$ cat config.mk
export PLATFORM = sky130hd
export DESIGN_NAME = fft_control
export DESIGN_NICKNAME = d
export VERILOG_FILES = /design/src/rtl/fft_pkg.sv /design/src/rtl/fft_control_button_debounce.sv /design/src/rtl/fft_control.sv
export SDC_FILE = /design/constraint.sdc
export NUM_CORES = 1
export LEC_CHECK = 0
export ABC_AREA = 1
export CAP_MARGIN = 5
export CORE_MARGIN = 1.5
export CORE_UTILIZATION = 35
export DETAILED_ROUTE_END_ITERATION = 12
export DONT_BUFFER_PORTS = 1
export GPL_ROUTABILITY_DRIVEN = 0
export PLACE_DENSITY_LB_ADDON = 0.12
export SETUP_SLACK_MARGIN = 0.02
export SLEW_MARGIN = 20
export SYNTH_ARGS = -nofsm -noshare
export SYNTH_HDL_FRONTEND = slang
export SYNTH_HIERARCHICAL = 1
export SYNTH_SLANG_ARGS = --single-unit
$ cat constraint.sdc
create_clock -name Clock -period 1.8 [get_ports Clock]
set_input_delay 0.54 -clock Clock [delete_from_list [all_inputs] [get_ports Clock]]
set_output_delay 0.54 -clock Clock [all_outputs]
set_load 0.01 [all_outputs]
$ cat src/rtl/fft_pkg.sv
// Shared types for the radix-2 butterfly control sequencer: state codes,
// ALU operation codes and the packed datapath control vector.
package fft_pkg;

  typedef enum logic [3:0] {
    IDLE    = 4'd0,
    LD_REB  = 4'd1,
    LD_IMB  = 4'd2,
    LD_REW  = 4'd3,
    LD_IMW  = 4'd4,
    MUL1    = 4'd5,
    MUL2    = 4'd6,
    LD_REA  = 4'd7,
    LD_IMA  = 4'd8,
    OUT_RE0 = 4'd9,
    OUT_IM0 = 4'd10,
    OUT_RE1 = 4'd11,
    OUT_IM1 = 4'd12
  } state_t;

  localparam logic [1:0] ADD    = 2'b00;
  localparam logic [1:0] SUB_AB = 2'b01;
  localparam logic [1:0] SUB_BA = 2'b10;

  typedef struct packed {
    logic       en_reb;
    logic       en_imb;
    logic       en_rew;
    logic       en_imw;
    logic       en_rea;
    logic       en_ima;
    logic       load;
    logic       enout;
    logic       mux_mul;
    logic       mux_alu;
    logic [1:0] sub1;
    logic [1:0] sub2;
    logic       out_sel;
    logic       rst;
    logic       hold;
  } ctrl_t;

  // Control vector applied while the sequencer sits in state s.
  // rst/hold are active-low clears, so their idle level is 1.
  function automatic ctrl_t decode_ctrl(state_t s);
    ctrl_t c;
    c      = '0;
    c.sub1 = ADD;
    c.sub2 = ADD;
    c.rst  = 1'b1;
    c.hold = 1'b1;
    case (s)
      IDLE: begin
        c.rst  = 1'b0;
        c.hold = 1'b0;
      end
      LD_REB: begin
        c.en_reb = 1'b1;
        c.hold   = 1'b0;
      end
      LD_IMB: begin
        c.en_imb = 1'b1;
        c.hold   = 1'b0;
      end
      LD_REW: begin
        c.en_rew = 1'b1;
        c.hold   = 1'b0;
      end
      LD_IMW: begin
        c.en_imw = 1'b1;
        c.hold   = 1'b0;
      end
      // Holding the accumulator clear through MUL1 makes the first store product+0.
      MUL1: begin
        c.load = 1'b1;
        c.hold = 1'b0;
      end
      MUL2: begin
        c.load    = 1'b1;
        c.mux_mul = 1'b1;
        c.sub1    = SUB_BA;
        c.sub2    = ADD;
      end
      LD_REA: c.en_rea = 1'b1;
      LD_IMA: c.en_ima = 1'b1;
      OUT_RE0: begin
        c.mux_alu = 1'b1;
        c.enout   = 1'b1;
        c.out_sel = 1'b0;
        c.sub1    = ADD;
      end
      OUT_IM0: begin
        c.mux_alu = 1'b1;
        c.enout   = 1'b1;
        c.out_sel = 1'b1;
        c.sub2    = ADD;
      end
      OUT_RE1: begin
        c.mux_alu = 1'b1;
        c.enout   = 1'b1;
        c.out_sel = 1'b0;
        c.sub1    = SUB_AB;
      end
      OUT_IM1: begin
        c.mux_alu = 1'b1;
        c.enout   = 1'b1;
        c.out_sel = 1'b1;
        c.sub2    = SUB_AB;
      end
      default: ;
    endcase
    return c;
  endfunction

endpackage

$ cat src/rtl/fft_control_button_debounce.sv
// Push-button front end: synchroniser chain, stability counter and a
// one-cycle pulse when the accepted level flips from 0 to 1.
module button_debounce #(
  parameter int unsigned SYNC_STAGES = 2,
  parameter int unsigned DEBOUNCE    = 4
) (
  input  logic clk,
  input  logic rst_n,
  input  logic button_in,
  output logic adv
);

  localparam int unsigned CW = $clog2(DEBOUNCE + 1);

  if (SYNC_STAGES < 2) begin : g_bad_sync
    $error("button_debounce: SYNC_STAGES must be at least 2");
  end
  if (DEBOUNCE < 1) begin : g_bad_debounce
    $error("button_debounce: DEBOUNCE must be at least 1");
  end

  logic [SYNC_STAGES-1:0] sync_q;
  logic [CW-1:0]          cnt_q;
  logic                   level_q;
  logic                   synced;
  logic                   flip;

  assign synced = sync_q[SYNC_STAGES-1];

  // The flip is recognised on the DEBOUNCE-th differing sample, so the pulse is
  // combinational off flops and the sequencer moves on the same edge as level_q.
  assign flip = (synced != level_q) && (cnt_q == CW'(DEBOUNCE - 1));
  assign adv  = flip && synced;

  always_ff @(posedge clk or negedge rst_n) begin
    if (!rst_n) begin
      sync_q <= '0;
    end else begin
      sync_q <= {sync_q[SYNC_STAGES-2:0], button_in};
    end
  end

  always_ff @(posedge clk or negedge rst_n) begin
    if (!rst_n) begin
      cnt_q   <= '0;
      level_q <= 1'b0;
    end else if (synced == level_q) begin
      cnt_q <= '0;
    end else if (flip) begin
      cnt_q   <= '0;
      level_q <= synced;
    end else begin
      cnt_q <= cnt_q + 1'b1;
    end
  end

endmodule

$ cat src/rtl/fft_control.sv
// Control sequencer for the 8-bit radix-2 butterfly datapath: one state step
// per debounced ReadyIn press, with a registered control vector per state.
module fft_control #(
  parameter int unsigned SYNC_STAGES = 2,
  parameter int unsigned DEBOUNCE    = 4
) (
  input  logic       Clock,
  input  logic       nReset,
  input  logic       ReadyIn,
  output logic       enReb,
  output logic       enImb,
  output logic       enRew,
  output logic       enImw,
  output logic       enRea,
  output logic       enIma,
  output logic       load,
  output logic       enout,
  output logic       mux_mul,
  output logic       mux_alu,
  output logic [1:0] sub1,
  output logic [1:0] sub2,
  output logic       out_sel,
  output logic       rst,
  output logic       hold,
  output logic [3:0] step
);

  import fft_pkg::*;

  logic   adv;
  state_t state_q;
  state_t state_next;
  ctrl_t  ctrl_q;
  ctrl_t  ctrl_next;

  button_debounce #(
    .SYNC_STAGES(SYNC_STAGES),
    .DEBOUNCE   (DEBOUNCE)
  ) u_debounce (
    .clk      (Clock),
    .rst_n    (nReset),
    .button_in(ReadyIn),
    .adv      (adv)
  );

  always_comb begin
    state_next = state_q;
    case (state_q)
      IDLE:    if (adv) state_next = LD_REB;
      LD_REB:  if (adv) state_next = LD_IMB;
      LD_IMB:  if (adv) state_next = LD_REW;
      LD_REW:  if (adv) state_next = LD_IMW;
      LD_IMW:  if (adv) state_next = MUL1;
      MUL1:    if (adv) state_next = MUL2;
      MUL2:    if (adv) state_next = LD_REA;
      LD_REA:  if (adv) state_next = LD_IMA;
      LD_IMA:  if (adv) state_next = OUT_RE0;
      OUT_RE0: if (adv) state_next = OUT_IM0;
      OUT_IM0: if (adv) state_next = OUT_RE1;
      OUT_RE1: if (adv) state_next = OUT_IM1;
      OUT_IM1: if (adv) state_next = IDLE;
      default: state_next = IDLE;
    endcase
    // Decoding from next-state keeps the outputs registered yet in step with state_q.
    ctrl_next = decode_ctrl(state_next);
  end

  always_ff @(posedge Clock or negedge nReset) begin
    if (!nReset) begin
      state_q <= IDLE;
      ctrl_q  <= decode_ctrl(IDLE);
    end else begin
      state_q <= state_next;
      ctrl_q  <= ctrl_next;
    end
  end

  assign enReb   = ctrl_q.en_reb;
  assign enImb   = ctrl_q.en_imb;
  assign enRew   = ctrl_q.en_rew;
  assign enImw   = ctrl_q.en_imw;
  assign enRea   = ctrl_q.en_rea;
  assign enIma   = ctrl_q.en_ima;
  assign load    = ctrl_q.load;
  assign enout   = ctrl_q.enout;
  assign mux_mul = ctrl_q.mux_mul;
  assign mux_alu = ctrl_q.mux_alu;
  assign sub1    = ctrl_q.sub1;
  assign sub2    = ctrl_q.sub2;
  assign out_sel = ctrl_q.out_sel;
  assign rst     = ctrl_q.rst;
  assign hold    = ctrl_q.hold;
  assign step    = state_q;

endmodule
---- Yosys cells after proc, flatten, opt, wreduce, memory -nomap -nowiden ----
Cells that the tools add are included.
storage, ports and cells
  input port bits ......................... 3
  word-level logic and storage cells ...... 86
  bits in registers ....................... 26
  output and inout bits ................... 21
cells by class
  muxes and demuxes ....................... 30
  add/sub/neg operators ................... 1
  reduce and logical (&&, ||, !) cells .... 9
  bitwise logic cells ..................... 1
  eq/ne operators ......................... 27
operator list
  cell                   number
  $mux W4                13
  $pmux W4 S13           1
  $eq A4 B4 Y1 const B   10
  $eq A4 B3 Y1 const B   8
  $eq A4 B2 Y1 const B   4
  $mux W1                13
  $eq A4 B1 Y1 const B   2
  $logic_not A4 Y1       2
  $mux W3                2
  $reduce_or A6 Y1       1
  $pmux W2 S2            1
  $reduce_or A2 Y1       2
  $reduce_or A4 Y1       1
  $add A3 B1 Y3 const B  1
  $eq A3 B2 Y1 const B   1
  $logic_and A1 B1 Y1    2
  $reduce_and A2 Y1      1
  $eq A1 B1 Y1           1
  $ne A1 B1 Y1           1
  $not A1 Y1             1

---- Depth between registers and ports, before layout ----
  word-level depth ........................ 8
  depth in mapped cells ................... 12
  mapped depth without buffers ............ 11

---- Cells and area by module ----
Netlist, hierarchy kept.
modules (own cells, without submodules)
  module           cells an instance  area an instance (um^2)  instances  sequential area each (um^2)
  fft_control      87                 832.0                    1          475.5
  button_debounce  26                 237.7                    1          150.1

---- Worst setup path before layout ----
No wires, ideal clock.
  path kind ............................... reg-to-reg
  start point ............................. reg u_debounce.cnt_q[0]
  end point ............................... reg ctrl_q, in the netlist mux_alu
  cell stages (with the launch flop) ...... 13
  data arrival time ....................... 1376 ps
  required time ........................... 1683 ps
  setup time .............................. 117 ps
  setup slack ............................. 307 ps
  period minus slack after synthesis ...... 1493 ps
  buffers on the path ..................... 1
  cell sequence ........................... dfrtp_1 -> ha_1 -> nand3_1 -> nor2_1 -> buf_4 -> inv_2 -> nand2_1 -> nand2_1 -> nand2_1 -> nand3_4 -> nor2_2 -> nand2_1 -> nand2_1
RTL lines
  item                    RTL line                           text
  from (decl)             fft_control_button_debounce.sv:23  logic [CW-1:0] cnt_q;
  from (signal assigned)  fft_control_button_debounce.sv:53  cnt_q <= cnt_q + 1'b1;
  to (signal assigned)    fft_control.sv:71                  ctrl_q <= decode_ctrl(IDLE);
  to (signal assigned)    fft_control.sv:74                  ctrl_q <= ctrl_next;
  to (decl)               fft_control.sv:33                  ctrl_t ctrl_q;

==> summary by stage <==
Place
The placed wire-length estimate is between 1000 and 1500 um. The number of buffers inserted by port buffering is 0. The placed instances occupy a cell area of approximately 0.0011 mm^2.

Finish
At the end of the flow, the number of nets in the layout was between 100 and 150. The area of the multi-input gates is approximately 390 um^2. The number of inserted filler cells in the final layout is 289. From synthesis to final layout, the design area changed by 11.9%. The total area of sequential cells is 626 um^2.

The library cell used most frequently in the layout, excluding fill and tap cells, is sky130_fd_sc_hd__nand2_1. Cells with a size suffix above 1 make up 23.5% of the layout. Summing all non-filler instances in the final layout gives an area of between 0.001 and 0.0015 mm^2.

The top cell types in the final layout, fill and taps aside, are 29 x sky130_fd_sc_hd__nand2_1, 25 x sky130_fd_sc_hd__dfrtp_1, 12 x sky130_fd_sc_hd__inv_1. 0 antenna diodes ended up in the layout.

Clock network
For this design, the sink count on the clock tree is 25. Clock tree synthesis inserted a total of 3 buffers. Clock-pin slew was measured on the worst setup and hold paths at around 0.15 ns. The clock root buffer is sky130_fd_sc_hd__clkbuf_4. TritonCTS built the clock tree. The clock latency on the worst-skew pair is about 0.33 ns. The number of H-tree levels is 1. The clock passes through at most 2 buffers.

Yosys
The total of warnings raised by yosys is 6. Counting distinct cell types in the post-synthesis netlist gives 21. The synthesized netlist devotes about 30% of its cell area to simple gates. The total nets after synthesis is 117. The synthesized design contains 0 enable-type register cells. The average instance in the mapped netlist occupies approximately 9.5 um^2. For this run, the leading register cell type out of synthesis is sky130_fd_sc_hd__dfrtp_1. The post-synthesis mux area share is 0%. Counting flops with an async set or reset pin after synthesis yields a share of 100%. The synthesized-area fraction occupied by ao, oa, aoi and oai cells is between 1.5 and 2%. The synthesized design spends more area on one cell type than any other, namely sky130_fd_sc_hd__dfrtp_1.

The part of the Yosys area used for sequential elements is a little under 60%. After Yosys synthesis, full adders, half adders and majority gates account for around 1.2% of the synthesized area. The area share of the leading cell type in the synthesized netlist is between 50% and 60%. After synthesis the cells add up to roughly 0.0011 mm^2.

Yosys attributes the largest share of cell area to sky130_fd_sc_hd__dfrtp_1 58%, sky130_fd_sc_hd__nand2_1 11%, sky130_fd_sc_hd__inv_1 4.2%. After synthesis the netlist holds a flip-flop and latch count of 25. The number of cells produced by synthesis is between 100 and 150. The largest family of logic cells by synthesized area is simple AND/OR/NAND/NOR gates. Summing the areas of all xor and xnor instances in the mapped netlist gives 0% of the synthesized area.

Worst setup path
The data arrival time of the worst path is around 1.9 ns. The category of the worst setup path launch point is a flop. The worst-case register-to-register setup slack is approximately 0.15 ns. The type of the worst setup path is flop to flop. The worst reg2reg path startpoint is u_debounce/cnt_q[0]$_DFF_PN0_. The startpoint of the worst setup timing path is u_debounce/cnt_q[0]$_DFF_PN0_. The kind of capture point of the worst setup path is a flop. For the worst setup path, the data required time is between 2 and 2.5 ns. In this run the worst path has a maximum fanout of 8.

STA
Setup repair after global routing left no endpoint under its margin. The count of pins over their slew limit is 0. The count of endpoints failing hold in the final timing report is 0. The sum of negative setup slack is 0 ns. After layout, the minimum clock period comes to approximately 1.6 ns. The final critical path takes up between 90% and 100% of the cycle. The maximum clock rate is approximately 610 MHz. The final number of setup-violating endpoints is 0. The worst clock skew is around 0.014 ns.

Pwr
The maximum ir drop on the vdd rail is between 0.6 and 0.7 mV. The power per cell area is between 1000 and 1500 mW/mm^2. The leakage power of the design is 0.621 nW.

Min path
The path type of the worst min-delay path is input port to flop. The startpoint of the tightest hold check path is ReadyIn.

Routing
After detailed routing, the total wire length is 2100 um. After detailed routing, the number of remaining DRC violations is 0. The count of nets left with antenna violations after detail routing is 0. In this run the top signal layer used is met4.

Summing over every cut layer, the via total after detailed routing is 739. After detailed routing, the met2 layer carries a little under 1000 um of wire. The number of vias per cell after detailed routing is 4.93.

After detailed routing, the wire length on met1 is around 960 um. The met3 layer wire length in the routed design is 139 um. The detailed router finished its first iteration with 44 violations. After detailed routing, the average wire length per cell comes to 14.0 um. The number of search-and-repair iterations in the first detailed-routing pass is 4.

Global routing
The number of antenna violations at the first check in global routing was 0. The total routing resource utilization after global routing is 13.4%. The via count of the first global-routing pass is 702.

For this run the aggregate overflow at the end of global routing stands at 0. Entering global routing, the biggest net connects 26 pins. The first global-routing pass estimated 3330 um of wire.

Floorplanning
The site row count is 19. The floorplan step set the die height to slightly below 60 um. The total area inside the core boundary comes to ~0.0028 mm^2. For this design the top-level I/O count stands at 24.

The die outline area is 0.00340 mm^2. In this run the horizontal extent of the chip is between 50 and 60 um. The effective utilization at floorplan is 37.8%.

Flow run
The number of maximum-capacitance violations is 0.

Run status
The run finished with clean final reports.
==> state kept, by name (all words and copies together) (netlist names) <==
name,flops
enIma,1
enImb,1
enImw,1
enRea,1
enReb,1
enRew,1
hold,1
load,1
mux_alu,1
mux_mul,1
out_sel,1
rst,1
step,4
sub1,2
sub2,1
u_debounce/cnt_q,3
u_debounce/level_q,1
u_debounce/sync_q,2
==> synth_stat cells, types with 2 or more instances <==
| library cell | n |
|---|---|
| sky130_fd_sc_hd__nand3_1 | 6 |
| sky130_fd_sc_hd__dfrtp_1 | 25 |
| sky130_fd_sc_hd__inv_1 | 12 |
| sky130_fd_sc_hd__nor2_2 | 2 |
| sky130_fd_sc_hd__buf_4 | 3 |
| sky130_fd_sc_hd__nor3_1 | 4 |
| sky130_fd_sc_hd__nor2_1 | 11 |
| sky130_fd_sc_hd__nand3_2 | 3 |
| sky130_fd_sc_hd__inv_2 | 3 |
| sky130_fd_sc_hd__nand4_1 | 4 |
| sky130_fd_sc_hd__nand2_1 | 30 |
==> area by class of cell <==
cell class	instances	area share (%)
Inverter	16	5.02
Tap cell	31	3.24
Sequential cell	25	52.2
Multi-Input combinational cell	69	32.2
Timing Repair Buffer	5	4.70
Clock inverter	1	0.731
Clock buffer	3	1.88
==> report_power, final <==
group	internal [mW]	switching (mW)	total (mW)	leakage, nW
clock	0.0906	0.181	0.272	0.0183
combinational	0.145	0.286	0.431	0.272
sequential	0.668	0.143	0.812	0.331
==> logic make-up (layout without fill, tap and decap cells) <==
logic type	Yosys count	in the layout
AND/OR/NAND/NOR	64	65
AO/OA/AOI/OAI	2	2
adder cells (fa/ha/maj)	1	1
buffers and inverters	20	25
other	1	1
flip-flops	25	25
==> per-layer routing <==
metal / vias up / track usage [%]
met2: 23 / 19.6
met5: - / 0
met1: 348 / 17.6
met4: 0 / 3.99
li1: 363 / -
met3: 5 / 6.25
==> worst max-delay path: stages (launching register included) <==
cell                      delay [ns]
sky130_fd_sc_hd__dfrtp_1        0.38
sky130_fd_sc_hd__ha_2           0.20
sky130_fd_sc_hd__nand3_2        0.09
sky130_fd_sc_hd__nor2_2         0.12
sky130_fd_sc_hd__buf_6          0.13
sky130_fd_sc_hd__inv_2          0.06
sky130_fd_sc_hd__nand2_1        0.07
sky130_fd_sc_hd__nand2_1        0.07
sky130_fd_sc_hd__nand2_2        0.08
sky130_fd_sc_hd__buf_4          0.12
sky130_fd_sc_hd__nand3_2        0.10
sky130_fd_sc_hd__nor3_2         0.17
==> final timing paths <==
check | depth (start not counted) | end
worst max register to register | 11 | enImb$_DFF_PN0_
worst max-delay path | 11 | enImb$_DFF_PN0_
max in group asynchronous | 2 | mux_alu$_DFF_PN0_
worst min register to register | 0 | u_debounce/sync_q[1]$_DFF_PN0_
worst min-delay path | 0 | u_debounce/sync_q[0]$_DFF_PN0_
min in group asynchronous | 2 | rst$_DFF_PN0_
==> metrics by stage <==
stage                     power [mW]  utilization [%]  setup WS (ns)  cells  hold slack (ns)
final                           1.51             42.3          0.154    150            0.228
after global routing            1.63             42.3        0.00758    150            0.205
after CTS                       1.48             40.4         0.0775    147            0.222
after detailed placement        1.18             38.3         0.0942    141            0.245
after global placement          1.18             38.3          0.111    141            0.245
after floorplan                 1.12                -          0.307    113            0.244
==> repair_timing <==
action,in CTS,in global routing
gates resized for setup,0,8
setup endpoints to repair,0,10
hold endpoints to repair,25,0
buffers inserted,0,2
hold buffers,2,0
(Power assumes the default switching activity.)
==> patch: new RTL, config.mk and constraints unchanged <==
`DEBOUNCE` is set to 4 in 2 places; all go to 8.
--- a/src/rtl/fft_control_button_debounce.sv
+++ b/src/rtl/fft_control_button_debounce.sv
@@ -2,7 +2,7 @@
 // one-cycle pulse when the accepted level flips from 0 to 1.
 module button_debounce #(
   parameter int unsigned SYNC_STAGES = 2,
-  parameter int unsigned DEBOUNCE    = 4
+  parameter int unsigned DEBOUNCE    = 8
 ) (
   input  logic clk,
   input  logic rst_n,
--- a/src/rtl/fft_control.sv
+++ b/src/rtl/fft_control.sv
@@ -2,7 +2,7 @@
 // per debounced ReadyIn press, with a registered control vector per state.
 module fft_control #(
   parameter int unsigned SYNC_STAGES = 2,
-  parameter int unsigned DEBOUNCE    = 4
+  parameter int unsigned DEBOUNCE    = 8
 ) (
   input  logic       Clock,
   input  logic       nReset,
Formal check against the unedited RTL: not equivalent (a bounded check fails within 10 cycles, from zero or initial values and one cycle with nReset low).
==> patch against the original RTL <==
- first-iteration DRC count decreased by 95%
- setup slack got worse by 0.0038 ns
- routed wire length decreased by 1.7%
- cell area increased by 11%
- core utilization increased by 1.4 points
- sequential cell count increased by 1
- synthesized area increased by 4.8%
- count of clock-buffer cells in the layout unchanged
- synthesized cell count increased by 3.5%
- highest routed layer unchanged
Power is not compared: it rests on default switching activity, and its combinational part moved more than twofold at a synthesized area within 25%.
==> patch: results (changes against the original RTL) <==
- Inserted Clock Buffers: 3 (unchanged)
- Met1 wire length: 998 um (+4.4%)
- Worst-path clk slew: 0.14 ns
- Wirelength, routed: 2.07 mm (-1.7%)
- First-pass DRT Iterations: 2 (-2)
- Critical R2R Capture: rst
- Post-route insts no fill: 170 (+13%)
- CP max stage delay: 0.42 ns (+0.04 ns)
- Most frequent cells after synthesis: nand2_1, dfrtp_1, inv_1
- Share of post-route cells with drive strength above 1: 30.2% (+6.6 points)
- Syn_area_per_cell: 9.58 um^2 (+1.2%)
- Status: finished, final reports clean
- Count of nets after finishing: 131 (+5.6%)
- Yosys warns: 6 (unchanged)
- Largest net degree at the start of global routing: 27 (+3.8%)
- Top Metal Used: met4
- Yosys cell types: 22 (+4.8%)
- CP Data Arrival Time: 1.87 ns (-0.05 ns)
- Share of the yosys chip area belonging to registers: 58.0% (-0.44 points)
- Initial detailed-routing violation count: 2 (-95%)
- Wire length on met2: 950 um (-3.5%)
- Xor-xnor portion of the synthesized cell area: 0.781% (+0.78 points)
- Dominant cells by area after synthesis: dfrtp_1, nand2_1, inv_1, nor2_1, nand3_2
- DP Worst Slack: 0.0620 ns (-0.0323 ns)
- GRT Util Overall: 12.6% (-0.80 points)
- Mux cell area share after synthesis: 0% (unchanged)
- Worst-path fanout max: 7 (-1)
- Ys async rst share: 100% (unchanged)
- Compound-Gate Fraction of Synth Area: 2.01% (+0.37 points)
- Number of global-route vias before repair: 717 (+2.1%)
- Dpl hpwl: 1.40 mm (+0.55%)
- Maximum vdd drop: 0.338 mV
- Tmin final: 1.65 ns (+0.00383 ns)
- Critical R2R Launch: u_debounce/cnt_q[0]
- Final Hold Fails: 0 (unchanged)
- Post-DR vias/cell: 4.47 (-9.3%)
- Met3 Wirelength: 82 um (-41%)
- Cells after DPL: 159 (+13%)
- Worst r2r path cells: 11 (unchanged)
- First-pass GRT wire length: 3.22 mm (-3.3%)
- Slowest-stage cell, CP: dfrtp_1
- Layout Skew: 0.0104 ns (-0.00391 ns)
- Adder-Cell Fraction of Synth Area: 1.12% (-0.054 points)
- Post-Syn Nets: 121 (+3.4%)
[patch: cell types whose count changed after synthesis]
cell,before,now
o21ai_1,0,1
nand4_1,4,5
nand2_2,1,0
nand2_1,30,29
dfrtp_1,25,26
nor2_2,2,3
nand3_2,3,4
xnor2_1,0,1
[patch: worst min path at each step]
stage	slack (ns)	cells past startpoint	to
3_5_place_dp	0.25	0	u_debounce/cnt_q[2]
6_report	0.24	0	u_debounce/sync_q[0]
3_3_place_gp	0.25	0	u_debounce/cnt_q[2]
2_1_floorplan	0.24	0	enIma
4_1_cts	0.002	1	out_sel
5_1_grt	0.20	0	u_debounce/sync_q[0]
[patch: critical path, delay by kind of cell (launching register included)]
family	cells	cell delay [ns]
buffers and inverters	2	0.19
AND/OR/NAND/NOR	8	0.73
adder cells (fa/ha/maj)	1	0.21
flip-flops	1	0.42
[patch: power groups by stage]
stage | logic (mW) | registers (mW) | clock network (mW)
6_report | 0.202 | 0.707 | 0.392
3_3_place_gp | 0.144 | 0.716 | 0
2_1_floorplan | 0.145 | 0.696 | 0
4_1_cts | 0.162 | 0.706 | 0.410
5_1_grt | 0.237 | 0.713 | 0.432
3_5_place_dp | 0.144 | 0.719 | 0
[patch: final cells by class]
type,count,area [um^2]
Sequential cell,26,651
Fill cell,314,1720
Multi-Input combinational cell,72,434
Inverter,16,62.6
Clock buffer,3,22.5
Clock inverter,1,30.0
Tap cell,44,55.1
Timing Repair Buffer,8,78.8
[patch: cell families (layout without fill, tap and decap cells)]
logic type	Yosys count	count (layout)
and+or+nand+nor	65	66
DFF	26	26
buffers and inverters	20	28
AOI/OAI and AO/OA	3	3
adders and majority gates	1	1
other	1	1
xor gates and xnor gates	1	1
[patch: repair_timing]
item | in CTS | in global routing
hold buffers | 1 | 1
endpoints found under the setup margin | 0 | 14
resized for setup | 0 | 16
setup buffers | 0 | 4
endpoints found under the hold margin | 26 | 26
[patch: metrics by stage]
step	instance area (um^2)	util [%]
3_5_place_dp	1160	37.9
4_1_cts	1230	40.3
3_3_place_gp	1160	37.9
5_1_grt	1330	43.7
2_1_floorplan	1120	-
6_report	1330	43.7
[patch: metal layers]
layer | GRT usage [%] | vias up
met4 | 8.57 | 0
met2 | 17.1 | 21
met5 | 0 | -
met3 | 2.84 | 2
li1 | - | 383
met1 | 17.5 | 354
